## config.mk

```make
export PLATFORM = sky130hd
export DESIGN_NAME = fsqrt_iter
export DESIGN_NICKNAME = d
export VERILOG_FILES = /design/src/rtl/fpu_pkg.sv /design/src/rtl/fsqrt_step.sv /design/src/rtl/fsqrt_iter.sv
export SDC_FILE = /design/constraint.sdc
export NUM_CORES = 1
export LEC_CHECK = 0
export ABC_AREA = 1
export CORE_ASPECT_RATIO = 2
export CORE_UTILIZATION = 24
export CTS_CLUSTER_DIAMETER = 120
export DETAILED_ROUTE_END_ITERATION = 10
export GPL_TIMING_DRIVEN = 1
export PLACE_DENSITY = 0.41
export SLEW_MARGIN = 40
export SYNTH_ARGS = -nofsm -noshare
export SYNTH_HDL_FRONTEND = slang
export SYNTH_SLANG_ARGS = --single-unit
```

## constraint.sdc

```tcl
create_clock -name clk -period 5.8 [get_ports clk]
set_input_delay 0.87 -clock clk [delete_from_list [all_inputs] [get_ports clk]]
set_output_delay 0.87 -clock clk [all_outputs]
set_load 0.02 [all_outputs]
```

## src/rtl/fpu_pkg.sv

```systemverilog
// Shared constants and FSM encoding for the iterative floating-point square root.
package fpu_pkg;

    localparam int FLOAT_W   = 32;
    localparam int EXP_BIAS  = 127;
    localparam int ROOT_BITS = 25;
    localparam int REM_W     = 28;

    localparam logic [FLOAT_W-1:0] QNAN = 32'h7FC0_0000;
    localparam logic [FLOAT_W-1:0] PINF = 32'h7F80_0000;

    typedef logic [1:0] state_t;
    localparam state_t S_IDLE  = 2'd0;
    localparam state_t S_CALC  = 2'd1;
    localparam state_t S_ROUND = 2'd2;
    localparam state_t S_DONE  = 2'd3;

endpackage

```

## src/rtl/fsqrt_step.sv

```systemverilog
// One non-restoring square-root digit: consumes a radicand bit pair, retires one root bit.
module fsqrt_step
    import fpu_pkg::*;
(
    input  logic [REM_W-1:0]     rem_in,
    input  logic [ROOT_BITS-1:0] root_in,
    input  logic [1:0]           pair,
    output logic [REM_W-1:0]     rem_out,
    output logic [ROOT_BITS-1:0] root_out
);

    logic [REM_W+1:0] shifted;
    logic [REM_W+1:0] sub_term;
    logic [REM_W+1:0] add_term;
    logic [REM_W+1:0] sum;
    logic             unused_bits;

    // Remainder stays within +/-(2*root+1), so 4*rem fits the widened sum.
    assign shifted  = {rem_in, pair};
    assign sub_term = {{(REM_W-ROOT_BITS){1'b0}}, root_in, 2'b01};
    assign add_term = {{(REM_W-ROOT_BITS){1'b0}}, root_in, 2'b11};
    assign sum      = rem_in[REM_W-1] ? (shifted + add_term) : (shifted - sub_term);

    assign rem_out  = sum[REM_W-1:0];
    assign root_out = {root_in[ROOT_BITS-2:0], ~sum[REM_W+1]};

    assign unused_bits = ^{sum[REM_W], root_in[ROOT_BITS-1]};

endmodule

```

## src/rtl/fsqrt_iter.sv

```systemverilog
// Iterative IEEE-754 single-precision square root, round-to-nearest, valid/ready handshake.
//
// state | meaning
// IDLE  | waiting for an operand (in_ready high)
// CALC  | retiring DIGITS_PER_CYCLE root bits per cycle, ITER cycles
// ROUND | round-to-nearest and pack the result into y
// DONE  | result presented until out_ready
module fsqrt_iter
    import fpu_pkg::*;
#(
    parameter int DIGITS_PER_CYCLE = 1,
    parameter int FLUSH_DENORM     = 1
)
(
    input  logic               clk,
    input  logic               rst,
    input  logic [FLOAT_W-1:0] x,
    input  logic               in_valid,
    output logic               in_ready,
    output logic [FLOAT_W-1:0] y,
    output logic               invalid,
    output logic               out_valid,
    input  logic               out_ready
);

    localparam int ITER  = ROOT_BITS / DIGITS_PER_CYCLE;
    localparam int RAD_W = 2 * ROOT_BITS;

    if (!(DIGITS_PER_CYCLE == 1 || DIGITS_PER_CYCLE == 5 || DIGITS_PER_CYCLE == 25)) begin : g_bad_dpc
        $error("fsqrt_iter: DIGITS_PER_CYCLE must be 1, 5 or 25");
    end
    if (FLUSH_DENORM != 1) begin : g_bad_flush
        $error("fsqrt_iter: only FLUSH_DENORM=1 is supported");
    end

    state_t               state;
    logic [4:0]           cnt;
    logic [RAD_W-1:0]     rad;
    logic [REM_W-1:0]     rem;
    logic [ROOT_BITS-1:0] root;
    logic [7:0]           res_exp;

    logic                 sgn;
    logic [7:0]           e;
    logic [22:0]          m;
    logic                 special;
    logic                 spec_inv;
    logic [FLOAT_W-1:0]   spec_y;
    logic [RAD_W-1:0]     rad_init;
    logic [7:0]           exp_init;

    assign sgn = x[31];
    assign e   = x[30:23];
    assign m   = x[22:0];

    always_comb begin
        special  = 1'b1;
        spec_inv = 1'b0;
        spec_y   = {sgn, 31'b0};
        if (e == 8'h00) begin
            spec_y = {sgn, 31'b0};
        end else if (e == 8'hFF && m != 23'b0) begin
            spec_y   = QNAN;
            spec_inv = 1'b1;
        end else if (sgn) begin
            spec_y   = QNAN;
            spec_inv = 1'b1;
        end else if (e == 8'hFF) begin
            spec_y = PINF;
        end else begin
            special = 1'b0;
        end
    end

    // Even biased exponent means odd unbiased exponent: radicand 1.m is doubled.
    assign rad_init = e[0] ? {1'b0, 1'b1, m, 1'b0, {(ROOT_BITS-1){1'b0}}}
                           : {1'b1, m, 2'b00, {(ROOT_BITS-1){1'b0}}};
    assign exp_init = {1'b0, e[7:1]} + 8'(EXP_BIAS / 2) + {7'b0, e[0]};

    logic [REM_W-1:0]     rem_c  [DIGITS_PER_CYCLE+1];
    logic [ROOT_BITS-1:0] root_c [DIGITS_PER_CYCLE+1];

    assign rem_c[0]  = rem;
    assign root_c[0] = root;

    for (genvar i = 0; i < DIGITS_PER_CYCLE; i++) begin : g_step
        fsqrt_step u_step (
            .rem_in   (rem_c[i]),
            .root_in  (root_c[i]),
            .pair     (rad[RAD_W-1-2*i -: 2]),
            .rem_out  (rem_c[i+1]),
            .root_out (root_c[i+1])
        );
    end

    logic [REM_W-1:0]     rem_fix;
    logic                 round_up;
    logic [ROOT_BITS-1:0] mant;
    logic [22:0]          frac;
    logic [7:0]           exp_out;

    // A negative non-restoring remainder is one (2*root+1) short of the true one.
    assign rem_fix  = rem[REM_W-1] ? (rem + {{(REM_W-ROOT_BITS-1){1'b0}}, root, 1'b1}) : rem;
    assign round_up = root[0] & ((|rem_fix) | root[1]);
    assign mant     = {1'b0, root[ROOT_BITS-1:1]} + {{(ROOT_BITS-1){1'b0}}, round_up};
    assign frac     = mant[ROOT_BITS-1] ? mant[23:1] : mant[22:0];
    assign exp_out  = res_exp + {7'b0, mant[ROOT_BITS-1]};

    always_ff @(posedge clk) begin
        if (rst) begin
            state   <= S_IDLE;
            cnt     <= 5'd0;
            rad     <= '0;
            rem     <= '0;
            root    <= '0;
            res_exp <= 8'd0;
            y       <= '0;
            invalid <= 1'b0;
        end else begin
            case (state)
                S_IDLE: begin
                    if (in_valid) begin
                        if (special) begin
                            y       <= spec_y;
                            invalid <= spec_inv;
                            state   <= S_DONE;
                        end else begin
                            rad     <= rad_init;
                            rem     <= '0;
                            root    <= '0;
                            res_exp <= exp_init;
                            invalid <= 1'b0;
                            cnt     <= 5'(ITER - 1);
                            state   <= S_CALC;
                        end
                    end
                end
                S_CALC: begin
                    rad  <= rad << (2 * DIGITS_PER_CYCLE);
                    rem  <= rem_c[DIGITS_PER_CYCLE];
                    root <= root_c[DIGITS_PER_CYCLE];
                    cnt  <= cnt - 5'd1;
                    if (cnt == 5'd0) begin
                        state <= S_ROUND;
                    end
                end
                S_ROUND: begin
                    y     <= {1'b0, exp_out, frac};
                    state <= S_DONE;
                end
                S_DONE: begin
                    if (out_ready) begin
                        state <= S_IDLE;
                    end
                end
                default: state <= S_IDLE;
            endcase
        end
    end

    assign in_ready  = (state == S_IDLE);
    assign out_valid = (state == S_DONE);

endmodule

```

== Word level (Yosys, flattened, before mapping) ==
Cells that the tools add are included.

* Muxes and demuxes: 36
* Equality and inequality tests: 9
* Reduce and logical (&&, ||, !) cells: 13
* Add/sub/neg operators: 8
* Bitwise logic cells: 4

{| class="wikitable"
|+ Operator list
! cell !! number
|-
| 2-to-1 mux 50 bit || 3
|-
| one-hot mux 50 bit (2 select lines) || 1
|-
| 2-to-1 mux 32 bit || 3
|-
| 2-to-1 mux 31 bit || 3
|-
| 2-to-1 mux 28 bit || 3
|-
| one-hot mux 32 bit (2 select lines) || 1
|-
| one-hot mux 28 bit (2 select lines) || 1
|-
| 2-to-1 mux 25 bit || 2
|-
| one-hot mux 25 bit (2 select lines) || 1
|-
| adder 30 x 27 -> 30 bit || 1
|-
| 2-to-1 mux 30 bit || 1
|-
| subtractor 30 x 27 -> 30 bit || 1
|-
| adder 28 x 26 -> 28 bit || 1
|-
| OR reduction 28 bit || 1
|-
| adder 24 x 1 -> 25 bit || 1
|-
| 2-to-1 mux 23 bit || 1
|-
| nonzero test 23 bit || 1
|-
| adder 8 x 1 -> 8 bit || 2
|-
| AND reduction 3 bit || 4
|-
| 2-to-1 mux 5 bit || 2
|-
| one-hot mux 5 bit (2 select lines) || 1
|-
| adder 7 x 6 -> 8 bit (second input constant) || 1
|-
| == test 8 bit (second input constant) || 1
|-
| logical NOT 8 bit || 1
|-
| other kinds (16) || 32
|}

* Word-level logic and storage cells: 78
* Output and inout port bits: 35
* Register bits after elaboration: 151
* Bits of input ports: 36

== Depth between registers and ports, before layout ==
Gate-level depths: netlist of the first run.

* Depth after elaboration: 8
* Mapped depth: 24
* Mapped depth without buffers: 24

== Modules after synthesis ==
Synthesis of the first run repeated with hierarchy kept, for this count alone.

* Cell total of the unflattened synthesis: 1748
* Area, all modules: 10715.3 µm²

{| class="wikitable"
|+ By module, submodules not included
! module !! cells each !! area each (µm²) !! instances !! sequential area each (µm²)
|-
| fsqrt_iter || 1269 || 8135.3 || 1 || 2522.4
|-
| fsqrt_step || 479 || 2580.0 || 1 || 0.0
|}

== Worst setup path before layout of the first run ==
Ideal clock, no wire load.

* Path kind: flip-flop to flip-flop
* Start: register rem[27]
* End: register rem[20]
* Setup time: 0.070 ns
* Buffers on the path: 3
* Required time: 5.730 ns
* Slack: 2.648 ns
* Stages on the path, launching flop included: 17
* Arrival time: 3.082 ns
* Clock period less this slack: 3.152 ns
* Path through: dfxtp_1 clkbuf_1 clkbuf_1 buf_2 xnor2_1 ha_1 a21oi_1 o21ai_0 a21oi_1 inv_1 a21oi_1 inv_1 a21oi_1 o21ai_0 a21oi_1 o21ai_0 a21oi_1

* Longest elaborated chain between the ends: 2

{| class="wikitable"
|+ RTL lines
! item !! RTL line !! text
|-
| from (decl) || fsqrt_iter.sv:39 || <nowiki>logic [REM_W-1:0] rem;</nowiki>
|-
| from (signal assigned) || fsqrt_iter.sv:140 || <nowiki>rem <= rem_c[DIGITS_PER_CYCLE];</nowiki>
|-
| 2-to-1 mux 30 bit || fsqrt_step.sv:22 || <nowiki>assign sum = rem_in[REM_W-1] ? (shifted + add_term) : (shifted - sub_term);</nowiki>
|-
| one-hot mux 28 bit (2 select lines) || fsqrt_iter.sv:120 || <nowiki>case (state)</nowiki>
|}

Every way passes these cells.
A chain may end at the register's enable or synchronous reset.

== Worst setup path after layout of the first run ==
* Start: input port x[23]
* End: register rem[7]

* Longest elaborated chain between the ends: 7
* Elaborated cells between the ends (all ways): 9
* Those cells by class: eq/ne (2); mux (4); reduce/logical (3)

{| class="wikitable"
|+ RTL lines
! item !! RTL line !! text
|-
| from (decl) || fsqrt_iter.sv:17 || <nowiki>input logic [FLOAT_W-1:0] x,</nowiki>
|-
| == test 8 bit || fsqrt_iter.sv:62, fsqrt_iter.sv:68 ||
|-
| 2-to-1 mux 1 bit || fsqrt_iter.sv:68 || <nowiki>end else if (e == 8'hFF) begin</nowiki>
|-
| 2-to-1 mux 1 bit || fsqrt_iter.sv:65 || <nowiki>end else if (sgn) begin</nowiki>
|-
| 2-to-1 mux 1 bit || fsqrt_iter.sv:62 || <nowiki>end else if (e == 8'hFF && m != 23'b0) begin</nowiki>
|-
| 2-to-1 mux 1 bit (*) || fsqrt_iter.sv:60 || <nowiki>if (e == 8'h00) begin</nowiki>
|-
| inequality test 2 bit (no line) (*) || -- ||
|-
| AND reduction 3 bit (no line) (*) || -- ||
|}

Mark *: on every way between the ends. The rest lies on a longest branch, timed or not.

==> results.toml, run 1 <==
[yosys]
synth_top_area_share_pct = 26.37
async_flop_share_pct = 0
yosys_register_bits = 126
synth-seq-area-share_pct = 26.37
netlist_area_sq_mm = 0.009564
synth_area_leader_cell = "dfxtp_1"
synth_nets = 1594
post-synth-top-count-cell = "nand2_1"
yosys_warnings = 0
postSynthAreaPerCell_sq_um = 6.415
synth.distinct_cells = 49
synth-main-ff-cell = "dfxtp_1"
synth_edf_count = 0
synthCells = 1491
synth_commonest_cells = "nand2_1, a21oi_1, inv_1"
yosys-top-cells-area = "dfxtp_1, nand2_1, a21oi_1, ha_1, inv_1"

[clock_network]
htreeDepth = 4
clock_sinks = 126
cts_tree = "built"
cts_resized = 0
cts_buffers = 17
clk_pin_slew_worst_paths_ps = 60
clock_latency_ps = 430
postCtsHoldBufs = 0
cts_root_buf = "clkbuf_16"
cts_setup_buffers = 0
clockBufferDepth = 2

[routing]
via_count = 9777
drc_errors = 0
dr.pass1.iters = 5
drt_iter0_markers = 430
detail-route-antenna-nets = 0
drt-total-wl_mm = 34.77
vias_per_cell = 4.730
avgRoutedWirePerCell_um = 16.82

[critical_path]
r2r-start = "root[0]$_SDFFE_PP0P_"
r2r_cells = 24
path_cells = "clkdlybuf4s50_1 > clkinv_1 > ha_1 > inv_1 > nor4_2 > nor3_1 > nand2_1 > buf_4 > o21ai_4 > nand2_1 > buf_4 > inv_2 > o21ai_0 > a21o_1 > a21oi_1"
startpoint_type = "input port"
end_kind = "flop"
max_stage_delay_ps = 520
path_buf_inv = 6
critPathSlowestCell = "inv_2"
critPathMaxFanout = 35
rrSetupSlack_ps = 2040
worstPathArrival_ps = 4320
timing.rr.end = "y[30]$_SDFFE_PP0P_"
worstPathRequired_ps = 6150
crit_family = "buffers and inverters"
path_class = "input port to flop"

[grt]
grt_antenna_before_repair = 0
grt_usage_pct = 17.75
grt_pass1_vias = 10160
grt_remaining_overflow = 0
grt_max_degree = 93
grt_pass1_wl_mm = 54.43

[finish]
drive_above_1_share_pct = 4.540
instances_no_fill = 2067
final_cell_area_sq_mm = 0.01131
fillers = 4490
fin_nets = 1632
synthToLayoutAreaGrowth_pct = 18.28
diodes = 0

[power]
p_leak_uw = 0.004759
peakVddDrop_mv = 0.2465
power_density_mw_per_mm2 = 448.9

[min_path]
hp-start = "rad[25]$_SDFFE_PP0P_"
hold_class = "flop to flop"
hold_end = "rad[25]$_SDFFE_PP0P_"
hold_path_depth = 2

[placement]
dpl_cell_area_sq_mm = 0.01077
dp_cells = 2035
routabilityCongestion = 0.8616
portBuffers = 70
dp_hpwl_mm = 27.56

[sta]
fmax_mhz = 251.7
clock_skew_ps = 10.36
worstMarginPinSlew_ps = 777.9
finalMaxSlewViolations = 0
fin_crit_sh_pct = 68.51
hold_viol_final = 0
rsz0062_at_grt = "no"
fin_crit_ps = 3974
tns_ps = 0
setup_violations = 0
slew_headroom_pct = 48.14

[die]
die_w_um = 143.2
core_sq_mm = 0.03944
io_pins = 71
dieArea_sq_mm = 0.04070
rows = 103
die_y_um = 284.3
start_util_pct = 24.25

[outcome]
status = "finished clean"

[job]
maxCapViolations = 0
[where the power goes]
group / internal [uW] / switching (uW)
logic: 955 / 1920
clock network: 596 / 418
registers: 1040 / 147
[how the worst max path moves through the flow]
stage,start,slack [ps],depth (start not counted),to
after floorplan,rem[27]$_SDFFE_PP0P_,2650,16,rem[20]$_SDFFE_PP0P_
after global placement,x[23],1000,15,rem[7]$_SDFFE_PP0P_
after detailed placement,x[23],1330,15,rem[7]$_SDFFE_PP0P_
after CTS,x[23],1780,15,rem[7]$_SDFFE_PP0P_
after global routing,x[23],1430,15,rem[7]$_SDFFE_PP0P_
final,x[23],1830,15,rem[7]$_SDFFE_PP0P_
[worst reg2reg max path, cell delays in order (launching register included)]
cell and delay [ps]:
dfxtp_1 570, nand2_2 150, inv_1 120, ha_1 180, nand2_1 90, nor2_4 140
nand3_1 90, nor2_2 150, nand3_1 220, nor2_1 230, nand4_1 120, nor4_1 190
nand2_1 120, inv_1 80, ha_1 180, nand3_1 140, nor2_1 120, inv_1 60
nor2_1 80, inv_1 60, nor2_1 120, inv_1 70, o21ai_0 160, nand3_1 110
a21oi_1 150
[kinds of logic (layout without fill, tap and decap cells)]
family | after synthesis | count (layout) | share of synthesized area [%]
buffers and inverters | 232 | 283 | 9.471
adders and majority gates | 67 | 67 | 8.844
DFF | 126 | 126 | 26.37
xor gates and xnor gates | 54 | 54 | 4.945
AOI/OAI and AO/OA | 374 | 374 | 21.44
and+or+nand+nor | 638 | 638 | 28.92
[layout make-up]
class | count | area, sq um | area share (%)
clock inverters | 11 | 93.84 | 0.8296
well taps | 525 | 656.9 | 5.807
multi-input cells | 1133 | 6145 | 54.32
repair buffers | 79 | 797.0 | 7.046
clock buffers | 21 | 450.4 | 3.982
inverters | 172 | 645.6 | 5.707
flip-flops and latches | 126 | 2524 | 22.31
[per-stage QoR]
stage / hold WS (ps) / utilization (%) / power (uW) / setup slack [ps]
detailed placement: 458.5 / 27.31 / 4114 / 1326
global placement: 454.9 / 27.18 / 4087 / 1000
floorplan: 436.9 / - / 3106 / 2648
CTS: 466.2 / 28.69 / 5158 / 1780
finish: 468.3 / 28.69 / 5078 / 1826
global route: 489.6 / 28.69 / 5510 / 1426
[sequential cells by signal (all words and copies together) (netlist names)]
register / cells
y: 32
res_exp: 8
root: 25
rem: 28
invalid: 1
state: 2
cnt: 5
rad: 25
[cells in the final DEF, fill, tap and decap left out, types with 2 or more instances in the layout]
master,instances
nor2_2,2
a21oi_1,195
nand3_1,69
clkbuf_1,3
o211ai_1,27
a211oi_1,6
xnor2_1,35
nor3_1,21
or2_2,3
a311oi_1,2
nand3_4,2
a21oi_2,2
clkdlybuf4s50_1,69
nor2_1,93
nand3b_1,3
inv_1,164
a31oi_1,9
a22oi_1,6
clkinv_2,5
clkinvlp_4,4
a21o_1,3
xor2_1,19
buf_4,7
o21ai_0,107
nor4_1,12
inv_2,7
dfxtp_1,125
nor2_4,4
clkbuf_16,17
ha_1,66
nor2_8,2
nand4_1,19
nand2_1,401
o21bai_1,7
o31ai_1,3
[per-layer routing]
| layer | share of wire [%] | track usage, % | routed length (um) | vias to the layer above |
|---|---|---|---|---|
| met5 | 0 | 0 | 0 | - |
| met4 | 4.4 | 9.086 | 1544 | 0 |
| met3 | 1.8 | 1.735 | 617 | 59 |
| met2 | 59 | 37.35 | 20680 | 173 |
| met1 | 34 | 15.75 | 11920 | 4510 |
| li1 | - | - | - | 5035 |
(Power assumes the default switching activity.)
==> inputs of run 2 (changes only) <==
--- a/config.mk
+++ b/config.mk
@@ -11,7 +11,7 @@
 export CTS_CLUSTER_DIAMETER = 120
 export DETAILED_ROUTE_END_ITERATION = 10
 export GPL_TIMING_DRIVEN = 1
-export PLACE_DENSITY = 0.41
+export PLACE_DENSITY = 0.43
 export SLEW_MARGIN = 40
 export SYNTH_ARGS = -nofsm -noshare
 export SYNTH_HDL_FRONTEND = slang
==> constraint.sdc (replaced) <==
create_clock -name clk -period 3.4 [get_ports clk]
set_input_delay 0.51 -clock clk [delete_from_list [all_inputs] [get_ports clk]]
set_output_delay 0.51 -clock clk [all_outputs]
set_load 0.02 [all_outputs]
==> run 2 against run 1 <==
Effect of this change:
- first-iteration DRC count increased by 30%
- utilization increased by 1.6 points
- via count increased by 3.4%
- non-clock buffer count increased by 57
- power increased by 89%
- die area unchanged
- register-to-register slack got worse by 1800 ps
- critical endpoint is now rem[20]$_SDFFE_PP0P_
- largest power group unchanged
- highest routed layer unchanged
==> results.toml, run 2 (synthesized netlist as in run 1, its figures left out) <==
[outcome]
status = "finished clean"

[routing]
detail-route-antenna-nets = 0
drt-total-wl_mm = 34.62
drc_errors = 0
dr.pass1.iters = 5
vias_per_cell = 4.761
drt_iter0_markers = 559
avgRoutedWirePerCell_um = 16.31
via_count = 10110

[clock_network]
cts_root_buf = "clkbuf_16"
clock_latency_ps = 430
htreeDepth = 4
cts_tree = "built"
cts_buffers = 17
postCtsHoldBufs = 0
clk_pin_slew_worst_paths_ps = 60
clock_sinks = 126
clockBufferDepth = 2

[finish]
mostFrequentLayoutCells = "nand2_1, a21oi_1, inv_1"
layout_commonest_cell = "nand2_1"
fillers = 4420
utilization_pct = 30.29
synthToLayoutAreaGrowth_pct = 24.88
drive_above_1_share_pct = 8.698
top_register = "y"
final_cell_area_sq_mm = 0.01194
reg_top3 = "y: 32 flops, rem: 28 flops"
fin_nets = 1689
largest_reg_flops = 32
diodes = 0

[placement]
dp_worst_setup_slack_ps = 54.59
routabilityCongestion = 0.8823
dpl_cell_area_sq_mm = 0.01117
dp_hpwl_mm = 27.72
portBuffers = 70

[sta]
finalMaxSlewViolations = 0
holdWs_ps = 465.9
fin_crit_ps = 3190
slew_headroom_pct = 56.93
tns_ps = 0
hold_viol_final = 0
setup_violations = 0
postLayoutSetupSlackWorst_ps = 209.9
fmax_mhz = 313.5
fin_crit_sh_pct = 93.83
worstMarginPinSlew_ps = 645.2
clock_skew_ps = 9.568

[grt]
grt_max_degree = 52
grt_pass1_vias = 10310
grt_usage_pct = 17.59
grt_antenna_before_repair = 0
grt_pass1_wl_mm = 54.14
grt_remaining_overflow = 0

[die]
rows = 103
io_pins = 71
die_y_um = 284.3
start_util_pct = 24.25
dieArea_sq_mm = 0.04070
core_sq_mm = 0.03944
die_w_um = 143.2

[power]
p_leak_uw = 0.005119
power_density_mw_per_mm2 = 804.3
peakVddDrop_mv = 0.4084

[min_path]
hp-start = "y[20]$_SDFFE_PP0P_"
hold_class = "flop to flop"

[critical_path]
critPathMaxFanout = 21
worstPathArrival_ps = 3480
worstPathRequired_ps = 3690
path_class = "flop to flop"
r2r-start = "rem[27]$_SDFFE_PP0P_"
end_kind = "flop"
startpoint_type = "flop"
crit_start = "rem[27]$_SDFFE_PP0P_"

[job]
maxCapViolations = 0
[run 2: stage by stage]
stage,std cells,total power (uW)
floorplan,1491,5299
global placement,2089,7430
CTS,2120,9686
detailed placement,2089,7425
finish,2123,9607
global route,2123,10310
[run 2: metal layers]
| metal | wire, um | share of wire [%] | up-vias | track usage [%] |
|---|---|---|---|---|
| met2 | 19730 | 57 | 206 | 35.55 |
| li1 | - | - | 5170 | - |
| met4 | 2171 | 6.3 | 0 | 11.64 |
| met3 | 679 | 2.0 | 89 | 1.482 |
| met1 | 12040 | 35 | 4643 | 16.00 |
| met5 | 0 | 0 | - | 0 |
[run 2: critical path: stages, from the launching register on]
cell	delay (ps)
dfxtp_4	580
buf_4	210
xnor2_1	110
ha_1	300
a21oi_1	150
o21ai_0	200
o21bai_1	290
a21oi_1	250
inv_1	130
a21oi_1	230
o21ai_0	130
o21ai_0	350
a21oi_1	110
[run 2: cell type report]
type | count | area, sq um | area share [%]
Clock buffer | 18 | 439.2 | 3.677
Timing Repair Buffer | 136 | 1219 | 10.20
Clock inverter | 13 | 260.3 | 2.179
Multi-Input combinational cell | 1133 | 6195 | 51.86
Sequential cell | 126 | 2529 | 21.17
Tap cell | 525 | 656.9 | 5.500
Inverter | 172 | 645.6 | 5.405
[run 2: repair_timing]
item                                    in CTS  in global routing
endpoints found under the setup margin       0                  3
endpoints found under the hold margin        0                  0
gates resized for setup                      0                 16
setup buffers                                0                  3
[run 2: power by group]
group | switching (uW) | internal [uW] | leakage (uW)
Combinational | 3440 | 1940 | 0.00376
Sequential | 233 | 1770 | 0.00103
Clock | 742 | 1470 | 0.000333
[run 2: path summary, 6_finish.rpt]
check                                       endpoint  slack (ps)  depth (start not counted)
worst max-delay path            rem[20]$_SDFFE_PP0P_         210                         12
worst min-delay path              y[20]$_SDFFE_PP0P_         470                          2
worst max register to register  rem[20]$_SDFFE_PP0P_         210                         12
worst min register to register    y[20]$_SDFFE_PP0P_         470                          2
